===== config.mk =====
export PLATFORM = sky130hd
export DESIGN_NAME = dmem_arbiter
export DESIGN_NICKNAME = d
export VERILOG_FILES = /design/src/rtl/dmem_arbiter.sv
export SDC_FILE = /design/constraint.sdc
export NUM_CORES = 1
export LEC_CHECK = 0
export CORE_MARGIN = 5
export CORE_UTILIZATION = 36
export DETAILED_ROUTE_END_ITERATION = 8
export HOLD_SLACK_MARGIN = 0.02
export PLACE_DENSITY_LB_ADDON = 0.08
export SETUP_SLACK_MARGIN = 0.4
export SYNTH_ARGS = -nofsm -noshare
export SYNTH_HDL_FRONTEND = slang
export SYNTH_SLANG_ARGS = --single-unit

===== constraint.sdc =====
create_clock -name clk -period 6.83 [get_ports clk]
set_clock_uncertainty 0.15 [all_clocks]
set_input_delay 1.366 -clock clk [delete_from_list [all_inputs] [get_ports clk]]
set_output_delay 1.366 -clock clk [all_outputs]
set_load 0.05 [all_outputs]

===== src/rtl/dmem_arbiter.sv =====
// dmem_arbiter: shares one single-port data memory between the core LSU
// (port 0) and a secondary master such as debug or DMA (port 1).
//
// A request is accepted with a combinational gnt. The winning payload is
// registered and drives the memory for exactly one ACCESS cycle. The owner
// then sees a one-cycle rvalid pulse, plus registered rdata for loads.
// A new grant can occur during ACCESS, so the memory sustains one access
// per cycle.
//
// Ports:
//   clk, rst                   clock; asynchronous active-high reset
//   pN_req/we/size/addr/wdata  request payload from port N (N = 0, 1)
//   pN_gnt                     combinational accept
//   pN_rvalid, pN_rdata        registered completion pulse and load data
//   stall_o                    holds the core while its access is pending
//   mem_we, mem_i, mem_a,      data memory drive; mem_i = {strobe, size}
//   mem_wd
//   mem_rd                     memory read data, combinational from mem_a
//
// Build option:
//   DMEM_ARB_ROUND_ROBIN_EN    defined: alternate grants on contention.
//                              undefined: port 0 has fixed priority.
module dmem_arbiter (
  input  logic        clk,
  input  logic        rst,
  input  logic        p0_req,
  input  logic        p0_we,
  input  logic [2:0]  p0_size,
  input  logic [31:0] p0_addr,
  input  logic [31:0] p0_wdata,
  input  logic        p1_req,
  input  logic        p1_we,
  input  logic [2:0]  p1_size,
  input  logic [31:0] p1_addr,
  input  logic [31:0] p1_wdata,
  output logic        p0_gnt,
  output logic        p1_gnt,
  output logic        p0_rvalid,
  output logic        p1_rvalid,
  output logic [31:0] p0_rdata,
  output logic [31:0] p1_rdata,
  output logic        stall_o,
  output logic        mem_we,
  output logic [3:0]  mem_i,
  output logic [31:0] mem_a,
  output logic [31:0] mem_wd,
  input  logic [31:0] mem_rd
);

  typedef enum logic {IDLE, ACCESS} state_t;

  state_t      state, state_nxt;
  logic        accept;
  logic        sel;        // 1: port 1 wins this cycle
  logic        lat_we;
  logic        lat_owner;  // 0: port 0, 1: port 1
  logic [2:0]  lat_size;
  logic [31:0] lat_addr;
  logic [31:0] lat_wdata;
  logic        p0_busy;

`ifdef DMEM_ARB_ROUND_ROBIN_EN
  // Owner of the most recent grant. It resets to 1 so that port 0 wins
  // the first contention.
  logic last_owner;

  always_ff @(posedge clk or posedge rst) begin
    if (rst)         last_owner <= 1'b1;
    else if (accept) last_owner <= sel;
  end

  // Under contention, grant the port that was not granted last.
  assign sel = p1_req & (~p0_req | ~last_owner);
`else
  // Fixed priority: port 1 wins only when port 0 is not requesting.
  assign sel = p1_req & ~p0_req;
`endif

  // Grants are masked while reset is high, so that no request is
  // acknowledged that will never be latched.
  assign accept = ~rst & (p0_req | p1_req);

  always_ff @(posedge clk or posedge rst) begin
    if (rst) state <= IDLE;
    else     state <= state_nxt;
  end

  always_comb begin
    state_nxt = IDLE;
    p0_gnt    = 1'b0;
    p1_gnt    = 1'b0;
    mem_we    = 1'b0;
    mem_i     = 4'b0000;
    // Accepts happen in IDLE and in ACCESS alike. Only the memory drive
    // depends on the state.
    if (accept) begin
      state_nxt = ACCESS;
      p0_gnt    = ~sel;
      p1_gnt    = sel;
    end
    if (state == ACCESS) begin
      mem_we = lat_we;
      mem_i  = {1'b1, lat_size};
    end
  end

  // Payload latch. It is written only on a grant, so a request that is
  // dropped before its grant leaves no trace. Address and data keep their
  // last value through IDLE.
  always_ff @(posedge clk or posedge rst) begin
    if (rst) begin
      lat_we    <= 1'b0;
      lat_owner <= 1'b0;
      lat_size  <= 3'd0;
      lat_addr  <= 32'd0;
      lat_wdata <= 32'd0;
    end else if (accept) begin
      lat_owner <= sel;
      lat_we    <= sel ? p1_we    : p0_we;
      lat_size  <= sel ? p1_size  : p0_size;
      lat_addr  <= sel ? p1_addr  : p0_addr;
      lat_wdata <= sel ? p1_wdata : p0_wdata;
    end
  end

  assign mem_a  = lat_addr;
  assign mem_wd = lat_wdata;

  // Completion. The edge that ends ACCESS returns rvalid to the owner.
  // Loads also capture mem_rd; stores leave rdata untouched.
  always_ff @(posedge clk or posedge rst) begin
    if (rst) begin
      p0_rvalid <= 1'b0;
      p1_rvalid <= 1'b0;
      p0_rdata  <= 32'd0;
      p1_rdata  <= 32'd0;
    end else begin
      p0_rvalid <= (state == ACCESS) & ~lat_owner;
      p1_rvalid <= (state == ACCESS) &  lat_owner;
      if (state == ACCESS && !lat_we) begin
        if (lat_owner) p1_rdata <= mem_rd;
        else           p0_rdata <= mem_rd;
      end
    end
  end

  // The core stalls while its request waits for a grant, or while its
  // access is in flight. A fresh port 0 grant releases the stall even when
  // an earlier port 0 access is still in ACCESS. The LSU pipeline keeps
  // moving, and rvalid still marks each completion.
  assign p0_busy = (state == ACCESS) & ~lat_owner;
  assign stall_o = (p0_req | p0_busy) & ~p0_gnt;

endmodule


* After elaboration in Yosys (flattened, before gate mapping)
Index checks and enable logic that the tools add are counted.
** Storage, ports and cells
- Flip-flop bits (word level) :: 136
- Input bits :: 172
- Output and inout bits :: 138
- Word-level logic and storage cells :: 35
** Operators by class
- Multiplexer cells :: 9
- Bitwise operators :: 12
- Reductions and logical operators :: 4
** Operators with widths (number)
- $mux W32 :: 2
- $and A1 B1 Y1 :: 5
- $mux W1 :: 5
- $not A1 Y1 :: 5
- $mux W4 :: 1
- $reduce_and A2 Y1 :: 2
- $mux W3 :: 1
- $or A1 B1 Y1 :: 2
- $logic_and A1 B1 Y1 :: 1
- $logic_not A1 Y1 :: 1

* Logic depth before layout (Yosys ltp)
Gate-level depths: netlist of the first run.
- Depth in word-level cells :: 6
- Mapped depth :: 6
- Mapped depth without buffers :: 3

* Worst setup path after synthesis of the first run
OpenSTA, ideal clock, no wires.
- Path kind :: input -> register
- Start point :: input rst
- End point :: register lat_owner
- Library setup time :: 90 ps
- Arrival time :: 6148 ps
- Required time :: 6590 ps
- Path slack :: 443 ps
- Cell stages on the path :: 5
- Path buffers :: 2
- Cell sequence :: clkbuf_2 inv_1 clkbuf_1 a21oi_1 nor2_1
** On the way
- Cells in the longest elaborated chain, start to end :: 2
** Ends and longest elaborated chain
- start, declared :: RTL line 25 : input logic rst,
- $not A1 Y1 :: RTL line 81 : assign accept = ~rst & (p0_req | p1_req);
- $and A1 B1 Y1 :: RTL line 81
- end signal, assigned :: RTL line 118 : lat_owner <= sel;
- end, declared :: RTL line 56 : logic lat_owner;
No other way between the ends.
A chain may end at the register's enable or synchronous reset.

* Worst setup path in the final report of the first run
- Start point :: input p0_req
- End point :: output p0_gnt
** On the way
- Cells in the longest elaborated chain, start to end :: 4
- Elaborated cells on any way between the ends :: 6
- Those cells by class :: 1 x mux; 5 x bitwise
** Ends and longest elaborated chain
- start, declared :: RTL line 26 : input logic p0_req,
- $not A1 Y1 :: RTL line 76 : assign sel = p1_req & ~p0_req;
- $and A1 B1 Y1 :: RTL line 76
- $not A1 Y1 :: RTL line 98 : p0_gnt = ~sel;
- $mux W1 * :: RTL line 96 : if (accept) begin
- end, declared :: RTL line 36 : output logic p0_gnt,
Every way passes the cells marked *; elsewhere a longest branch is shown, timed or not.

==> results.py, run 1 <==
metrics = {
    "status": {
        "status": "finished clean",
    },
    "worst_setup_path": {
        "crit_arrival_ps": 3490,
        "worst_r2r_endpoint": "p1_rdata[30]$_DFFE_PP0P_",
        "worstSetupEndpointType": "primary output",
        "timing_startpoint_of_the_critical_path": "p0_req",
        "reg2reg_setup_slack_ps": 4700,
        "worst_setup_path_start_kind": "input pin",
        "worst_path_required_ps": 5310,
        "critical_path.reg2reg.startpoint": "state$_DFF_PP0_",
        "reg2reg_depth": 3,
        "worstPathMaxFanout": 48,
        "worstSetupPathType": "in -> out",
    },
    "worst_hold_path": {
        "hold_path_class": "reg -> reg",
        "timing.hold.worst_endpoint": "p0_rdata[23]$_DFFE_PP0P_",
        "whs_path_depth": 1,
        "hold_path.startpoint": "p0_rdata[23]$_DFFE_PP0P_",
    },
    "route": {
        "post_drt_wl_per_cell_um": 18.90,
        "routed_wl_mm": 20.03,
        "post_drt_via_cell_ratio": 5.024,
        "first_iter_violations": 276,
        "detailroute.via_count": 5325,
        "first_pass_iters": 4,
        "ant_nets": 0,
        "post-route-drc-count": 0,
    },
    "timing": {
        "hold_violations": 0,
        "tightest_slew_ps": 1193,
        "timing.final.setup_violations": 0,
        "setup-tns-final_ps": 0,
        "timing.final.crit_share": 0.7325,
        "achievable-frequency_mhz": 199.9,
        "grt_setup_unrepaired": "false",
        "postLayoutSetupSlackWorst_ps": 1827,
        "maxSlewViolCount": 0,
        "maxSlewHeadroom": 0.2043,
        "finalCriticalPeriod_ps": 5003,
    },
    "flow_run": {
        "drv.max_cap_violation_count": 0,
    },
    "synthesis": {
        "synth_top_area_cell": "sky130_fd_sc_hd__dfrtp_1",
        "synth.yosys.seq_area_share": 0.5621,
        "mappedNetlistArea_mm2": 0.006055,
        "synth-seq-cells": 136,
        "syn_inst": 540,
        "syn_nets": 712,
        "yosysUniqueCellTypes": 23,
        "post_synth.cell_area_avg_um2": 11.21,
        "synth.top_cells.by_area": "sky130_fd_sc_hd__dfrtp_1, sky130_fd_sc_hd__nor3_1, sky130_fd_sc_hd__mux2_4",
        "post-synth-top-area-fraction": 0.5621,
        "synthesis.yosys.warnings": 0,
    },
    "placement": {
        "dp_hpwl_mm": 14.36,
        "place_congestion": 0.7955,
        "dp_worst_setup_slack_ps": 1805,
        "numPortBuffers": 309,
    },
    "floorplan": {
        "pin_count": 310,
        "starting_density_of_the_core": 0.3664,
        "die_width_um": 139.7,
        "core_mm2": 0.01652,
        "placementRows": 47,
        "die_h_um": 139.7,
        "design.die.area_mm2": 0.01951,
    },
    "clock_tree": {
        "clkLatencyLatePin_ps": 410,
        "cts.hold.buffers_added": 0,
        "cts_buffers": 17,
        "cts_buffer_depth": 2,
        "cts.repair_timing.setup_buffer_count": 0,
        "cts_max_level": 4,
        "clock_pin_slew_worst_setup_and_hold_paths_ps": 60,
        "cts_resized": 0,
        "clock_sink_count": 136,
        "clock_tree_from_tritoncts": "yes",
        "clk_root_buffer_cell": "sky130_fd_sc_hd__clkbuf_16",
    },
    "layout": {
        "post_route_cells_drive_above_1_share": 0.1240,
        "finalNetCount": 999,
        "layout_common_cells": "sky130_fd_sc_hd__clkdlybuf4s50_1, sky130_fd_sc_hd__nor3_1, sky130_fd_sc_hd__dfrtp_1",
        "layout.cells.most_common": "sky130_fd_sc_hd__clkdlybuf4s50_1",
        "area_growth_syn_to_layout_pct": 61.52,
        "fillers": 1380,
    },
    "power": {
        "cellLeakagePower_nw": 3.916,
        "powerDensity_mw_per_mm2": 367.1,
        "max-vdd-ir-drop_mv": 0.1957,
    },
    "global_routing": {
        "gr-total-overflow": 0,
        "first_global_vias": 5578,
        "first_pass_grt_wire_length_mm": 30.98,
        "groute.usage.overall": 0.2003,
        "grt_start_max_net_pins": 87,
        "antenna_found_initial": 1,
    },
}
[cells by family after synthesis]
logic type,share of synthesized area
AOI/OAI and AO/OA,0.03120
buffers and inverters,0.04980
DFF,0.5621
muxes,0.1376
and+or+nand+nor,0.2193
[layout make-up]
type	instances	area, um^2	area share
tap	220	275.3	0.02815
clock inverter	12	126.4	0.01292
inverter	3	16.27	0.001663
clock buffer	19	452.9	0.04632
timing repair buffer	316	3143	0.3214
multi-input combinational	353	2360	0.2413
antenna	1	2.502	0.0002559
sequential	136	3403	0.3480
[sequential cells by signal (all words and copies together), names as in the netlist]
| signal | cells |
|---|---|
| lat_owner | 1 |
| mem_a | 32 |
| lat_size | 3 |
| mem_wd | 32 |
| state | 1 |
| lat_we | 1 |
| p1_rdata | 32 |
| p1_rvalid | 1 |
| p0_rdata | 32 |
| p0_rvalid | 1 |
[synthesized netlist by cell type (all sizes together)]
| cell type | number |
|---|---|
| mux2 | 64 |
| nand2 | 1 |
| buf | 30 |
| clkbuf | 18 |
| and2 | 5 |
| dfrtp | 136 |
| o22ai | 27 |
| o21ai | 1 |
| nor3 | 136 |
| nor2 | 70 |
| inv | 3 |
| a21oi | 1 |
| nand2b | 4 |
| nor3b | 42 |
| o21ba | 1 |
| or2 | 1 |
[routing by layer]
metal	routed length, um	vias up	GRT usage
met5	0	-	0
met4	731	0	0.08261
met3	1589	47	0.07341
met2	9791	231	0.3368
met1	7917	2565	0.2314
li1	-	2482	-
[critical path, stage by stage]
cell,delay (ps)
sky130_fd_sc_hd__clkdlybuf4s50_1,460
sky130_fd_sc_hd__buf_4,370
sky130_fd_sc_hd__nand2b_1,90
sky130_fd_sc_hd__buf_4,250
sky130_fd_sc_hd__inv_1,120
sky130_fd_sc_hd__clkdlybuf4s50_1,810
[metrics by stage]
step                      cell area (um^2)    util  std cells  power [mW]  hold WS, ps
after floorplan                       6056       -        540       2.121        318.0
after global placement                9198  0.5566       1028       2.699        318.7
after CTS                             9777  0.5917       1059       3.627        339.5
final                                 9779  0.5918       1060       3.590        333.8
after global routing                  9779  0.5918       1060       3.737        370.3
after detailed placement              9198  0.5566       1028       2.717        326.3
[worst max path at each step]
stage	to	slack (ps)
after detailed placement	p0_gnt	1810
after global routing	p0_gnt	1720
after CTS	p0_gnt	1810
after floorplan	p1_gnt	2310
after global placement	p0_gnt	1860
final	p0_gnt	1830
[power breakdown]
group          internal, mW  switching, mW
clock network         0.552          0.346
registers              1.00          0.116
logic                 0.604          0.967
total                  2.16           1.43
(Power assumes the default switching activity.)
==> run 2, diff against run 1 <==
CORE_UTILIZATION = 40   (was 36)
clock period = 4.7 ns   (was 6.83 ns; I/O delays follow)
==> results.py, run 2 (synthesized netlist as in run 1, its figures left out) <==
metrics = {
    "clock_tree": {
        "clock_tree_from_tritoncts": "yes",
        "cts_buffer_depth": 2,
        "cts.hold.buffers_added": 0,
        "clock_pin_slew_worst_setup_and_hold_paths_ps": 50,
        "clock_sink_count": 136,
        "clk_root_buffer_cell": "sky130_fd_sc_hd__clkbuf_16",
        "clkLatencyLatePin_ps": 410,
        "cts_max_level": 4,
        "cts.repair_timing.setup_buffer_count": 0,
        "cts_resized": 0,
        "cts_buffers": 17,
    },
    "route": {
        "ant_nets": 0,
        "post_drt_wl_per_cell_um": 18.67,
        "first_pass_iters": 4,
        "routed_wl_mm": 19.19,
        "detailroute.via_count": 5256,
        "first_iter_violations": 202,
        "post_drt_via_cell_ratio": 5.113,
        "post-route-drc-count": 0,
    },
    "timing": {
        "achievable-frequency_mhz": 290.5,
        "hold_violations": 0,
        "finalCriticalPeriod_ps": 3442,
        "timing.final.crit_share": 0.7324,
        "tightest_slew_ps": 1158,
        "maxSlewViolCount": 0,
        "setup-tns-final_ps": 0,
        "grt_setup_unrepaired": "false",
        "timing.final.setup_violations": 0,
        "maxSlewHeadroom": 0.2282,
    },
    "layout": {
        "finalNetCount": 999,
        "multi_input_comb_area_mm2": 0.002360,
        "layout_common_cells": "sky130_fd_sc_hd__clkdlybuf4s50_1, sky130_fd_sc_hd__nor3_1, sky130_fd_sc_hd__dfrtp_1",
        "final_core_utilization": 0.6546,
        "area_growth_syn_to_layout_pct": 62.53,
        "layout.cells.most_common": "sky130_fd_sc_hd__clkdlybuf4s50_1",
        "ff_latch_area_mm2": 0.003403,
        "num_antenna_cells": 0,
        "post_route_cells_drive_above_1_share": 0.1262,
        "fillers": 1192,
    },
    "global_routing": {
        "first_global_vias": 5558,
        "grt_start_max_net_pins": 125,
        "groute.usage.overall": 0.2140,
        "first_pass_grt_wire_length_mm": 29.96,
        "antenna_found_initial": 0,
        "gr-total-overflow": 0,
    },
    "power": {
        "switchingPower_mw": 2.071,
        "max-vdd-ir-drop_mv": 0.3100,
        "p_seq_frac": 0.303,
        "netSwitchingFraction": 0.3845,
        "cellLeakagePower_nw": 3.974,
        "internal_power_mw": 3.314,
        "p_clk_frac": 0.272,
        "power.combinational.fraction": 0.425,
        "powerDensity_mw_per_mm2": 547.2,
    },
    "floorplan": {
        "design.die.area_mm2": 0.01770,
        "pin_count": 310,
        "die_width_um": 133.0,
        "die_h_um": 133.0,
        "placementRows": 45,
        "starting_density_of_the_core": 0.4027,
        "core_mm2": 0.01503,
    },
    "worst_setup_path": {
        "reg2reg_depth": 3,
        "worstPathMaxFanout": 28,
        "worst_r2r_endpoint": "p1_rdata[29]$_DFFE_PP0P_",
        "crit_arrival_ps": 2350,
        "worst_path_required_ps": 3610,
        "worstSetupPathType": "in -> out",
        "reg2reg_setup_slack_ps": 2560,
        "worst_setup_path_start_kind": "input pin",
        "worstSetupEndpointType": "primary output",
        "critical_path.reg2reg.startpoint": "state$_DFF_PP0_",
    },
    "worst_hold_path": {
        "hold_path_class": "reg -> reg",
        "hold_path.startpoint": "p1_rdata[30]$_DFFE_PP0P_",
        "timing.hold.worst_endpoint": "p1_rdata[30]$_DFFE_PP0P_",
        "whs_path_depth": 1,
    },
    "placement": {
        "place_congestion": 0.8115,
        "dp_hpwl_mm": 13.93,
        "numPortBuffers": 309,
    },
    "status": {
        "status": "finished clean",
    },
    "flow_run": {
        "drv.max_cap_violation_count": 0,
    },
}
==> run 2: layout make-up <==
type                    count  area share
clock buffers              21     0.04679
multi-input cells         353      0.2398
inverters                   3    0.001653
repair buffers            316      0.3224
well taps                 188     0.02390
flip-flops and latches    136      0.3458
clock inverters            11     0.01958
==> run 2: worst max path at each step <==
stage / from / to / depth (start not counted)
after detailed placement: p0_req / p0_gnt / 5
after global placement: p0_req / p0_gnt / 5
after global routing: p0_req / p0_gnt / 5
final: p0_req / p0_gnt / 5
after CTS: p0_req / p0_gnt / 5
after floorplan: rst / lat_owner$_DFFE_PP0N_ / 3
==> run 2: through the flow <==
| stage | instances | hold slack [ps] | setup WS [ps] | cell area (um^2) | power, mW |
|---|---|---|---|---|---|
| after floorplan | 540 | 318.0 | 991.2 | 6056 | 3.083 |
| after global placement | 996 | 326.1 | 1243 | 9188 | 3.920 |
| after detailed placement | 996 | 332.6 | 1237 | 9188 | 3.952 |
| after CTS | 1028 | 345.5 | 1237 | 9841 | 5.434 |
| after global routing | 1028 | 355.4 | 1157 | 9841 | 5.593 |
| final | 1028 | 344.3 | 1258 | 9841 | 5.385 |
==> run 2: metal layers <==
metal | up-vias | track usage | wire (um)
met1 | 2528 | 0.2612 | 7897
met5 | - | 0 | 0
met4 | 0 | 0.09238 | 615
li1 | 2480 | - | -
met2 | 212 | 0.3524 | 9341
met3 | 36 | 0.06388 | 1338
==> run 2: power groups by stage <==
stage / clock (mW) / sequential, mW / combinational [mW]
after floorplan: 0 / 2.63 / 0.450
after global placement: 0 / 1.63 / 2.29
after detailed placement: 0 / 1.65 / 2.30
after CTS: 1.49 / 1.63 / 2.31
after global routing: 1.55 / 1.67 / 2.37
final: 1.46 / 1.63 / 2.29
==> run 2: critical path, cell delays in order <==
cell,delay (ps)
sky130_fd_sc_hd__clkdlybuf4s50_1,600
sky130_fd_sc_hd__nand2b_1,160
sky130_fd_sc_hd__buf_4,320
sky130_fd_sc_hd__inv_1,150
sky130_fd_sc_hd__buf_12,170
==> run 3, diff against run 2 <==
clock period = 3.5 ns   (was 4.7 ns; I/O delays follow)
==> results.py, run 3 (synthesized netlist as in run 1, its figures left out) <==
metrics = {
    "status": {
        "status": "finished clean",
    },
    "floorplan": {
        "pin_count": 310,
        "starting_density_of_the_core": 0.4027,
        "die_h_um": 133.0,
        "design.die.area_mm2": 0.01770,
        "die_width_um": 133.0,
        "core_mm2": 0.01503,
        "placementRows": 45,
    },
    "clock_tree": {
        "cts.hold.buffers_added": 0,
        "cts_resized": 0,
        "clock_sink_count": 136,
        "clkLatencyLatePin_ps": 410,
        "cts_max_level": 4,
        "clock_pin_slew_worst_setup_and_hold_paths_ps": 50,
        "cts_buffers": 17,
        "clock_tree_from_tritoncts": "yes",
        "cts.repair_timing.setup_buffer_count": 0,
        "clk_root_buffer_cell": "sky130_fd_sc_hd__clkbuf_16",
        "cts_buffer_depth": 2,
    },
    "route": {
        "ant_nets": 0,
        "first_pass_iters": 4,
        "detailroute.via_count": 5343,
        "routed_wl_mm": 19.83,
        "post_drt_via_cell_ratio": 5.172,
        "post-route-drc-count": 0,
        "post_drt_wl_per_cell_um": 19.20,
        "first_iter_violations": 172,
    },
    "layout": {
        "finalNetCount": 1004,
        "layout.cells.most_common": "sky130_fd_sc_hd__clkdlybuf4s50_1",
        "layout_common_cells": "sky130_fd_sc_hd__clkdlybuf4s50_1, sky130_fd_sc_hd__nor3_1, sky130_fd_sc_hd__dfrtp_1",
        "num_antenna_cells": 0,
        "finish.cell_count_without_fillers": 1033,
        "post_route_cells_drive_above_1_share": 0.1349,
        "area_growth_syn_to_layout_pct": 64.27,
        "fillers": 1211,
    },
    "global_routing": {
        "first_pass_grt_wire_length_mm": 31.75,
        "grt_start_max_net_pins": 91,
        "antenna_found_initial": 0,
        "first_global_vias": 5742,
        "gr-total-overflow": 0,
        "groute.usage.overall": 0.2274,
    },
    "worst_setup_path": {
        "crit_path_top_delay_cell": "sky130_fd_sc_hd__clkdlybuf4s50_1",
        "timing_startpoint_of_the_critical_path": "p0_req",
        "reg2reg_depth": 4,
        "critical_path.top_delay_family": "buffers and inverters",
        "cp_cell_sequence": "clkdlybuf4s50_1 -> buf_4 -> nand2b_1 -> inv_1 -> buf_12",
        "worst_r2r_endpoint": "p1_rdata[3]$_DFFE_PP0P_",
        "worst_setup_path_start_kind": "input pin",
        "worst_path_required_ps": 2650,
        "crit_arrival_ps": 2070,
        "critPathMaxStageDelay_ps": 660,
        "timing.critical_path.depth": 5,
        "reg2reg_setup_slack_ps": 1370,
        "worstPathMaxFanout": 27,
        "worstSetupPathType": "in -> out",
        "critical_path.reg2reg.startpoint": "state$_DFF_PP0_",
        "critical_path_buf_inv_count": 4,
        "worstSetupEndpointType": "primary output",
        "cp-endpoint": "p0_gnt",
    },
    "power": {
        "max-vdd-ir-drop_mv": 0.3886,
        "fin_total_pwr_mw": 7.310,
        "powerDensity_mw_per_mm2": 735.0,
        "internal_power_mw": 4.495,
        "p_seq_frac": 0.300,
        "p_clk_frac": 0.278,
        "power.combinational.fraction": 0.423,
        "switchingPower_mw": 2.815,
        "netSwitchingFraction": 0.3851,
        "cellLeakagePower_nw": 4.032,
    },
    "timing": {
        "grt_setup_unrepaired": "false",
        "whs_ps": 348.9,
        "maxSlewHeadroom": 0.5035,
        "tightest_slew_ps": 744.7,
        "timing.final.setup_violations": 0,
        "timing.final.crit_share": 0.8334,
        "hold_violations": 0,
        "achievable-frequency_mhz": 342.8,
        "finalCriticalPeriod_ps": 2917,
        "maxSlewViolCount": 0,
        "setup-tns-final_ps": 0,
        "postLayoutSetupSlackWorst_ps": 583.2,
    },
    "placement": {
        "dp.cells": 1001,
        "numPortBuffers": 309,
        "dp_worst_setup_slack_ps": 541.8,
        "dp_hpwl_mm": 14.21,
        "place_congestion": 0.7956,
    },
    "flow_run": {
        "drv.max_cap_violation_count": 0,
    },
    "worst_hold_path": {
        "hold_path_class": "reg -> reg",
    },
}
==> run 3: changes by cell type in the layout (fill, tap and decap cells not counted), sizes merged <==
cell and change:
clkinv +1, clkinvlp -1, buf +5
==> run 3: through the flow <==
stage | instance area, um^2 | util
6_report | 9946 | 0.6616
5_1_grt | 9946 | 0.6616
4_1_cts | 9946 | 0.6616
3_5_place_dp | 9275 | 0.6170
3_3_place_gp | 9275 | 0.6170
2_1_floorplan | 6063 | -
==> run 3: final cells by class <==
type | instances | area (um^2) | area share
flip-flops and latches | 136 | 3403 | 0.3422
clock buffers | 21 | 480.5 | 0.04831
clock inverters | 11 | 190.2 | 0.01912
well taps | 188 | 235.2 | 0.02365
repair buffers | 321 | 3261 | 0.3278
inverters | 3 | 16.27 | 0.001635
multi-input cells | 353 | 2360 | 0.2373
==> run 3: worst min path at each step <==
stage | startpoint | endpoint | slack (ps) | cells past startpoint
global placement | p0_rdata[23]$_DFFE_PP0P_ | p0_rdata[23]$_DFFE_PP0P_ | 320 | 1
floorplan | lat_owner$_DFFE_PP0N_ | lat_owner$_DFFE_PP0N_ | 320 | 2
CTS | p1_rdata[29]$_DFFE_PP0P_ | p1_rdata[29]$_DFFE_PP0P_ | 360 | 1
global route | p1_rdata[31]$_DFFE_PP0P_ | p1_rdata[31]$_DFFE_PP0P_ | 370 | 1
finish | p1_rdata[29]$_DFFE_PP0P_ | p1_rdata[29]$_DFFE_PP0P_ | 350 | 1
detailed placement | p1_rdata[29]$_DFFE_PP0P_ | p1_rdata[29]$_DFFE_PP0P_ | 340 | 1
==> run 3: power groups by stage <==
| stage | combinational [mW] | sequential [mW] | clock (mW) |
|---|---|---|---|
| 3_5_place_dp | 3.10 | 2.22 | 0 |
| 6_report | 3.09 | 2.19 | 2.03 |
| 2_1_floorplan | 0.605 | 3.54 | 0 |
| 4_1_cts | 3.11 | 2.19 | 2.06 |
| 3_3_place_gp | 3.08 | 2.20 | 0 |
| 5_1_grt | 3.21 | 2.25 | 2.14 |
==> run 3: worst reg2reg max path, delay by kind of cell, from the launching register on <==
family	cells	cell delay (ps)
buffers and inverters	1	430
multiplexers	1	340
flip-flops	1	450
AND/OR/NAND/NOR	2	640
==> run 3: layer usage <==
metal,GRT usage,routed length (um),vias up
li1,-,-,2480
met1,0.2695,7758,2594
met2,0.3694,9665,230
met3,0.09354,1838,39
met4,0.08834,569,0
met5,0,0,-
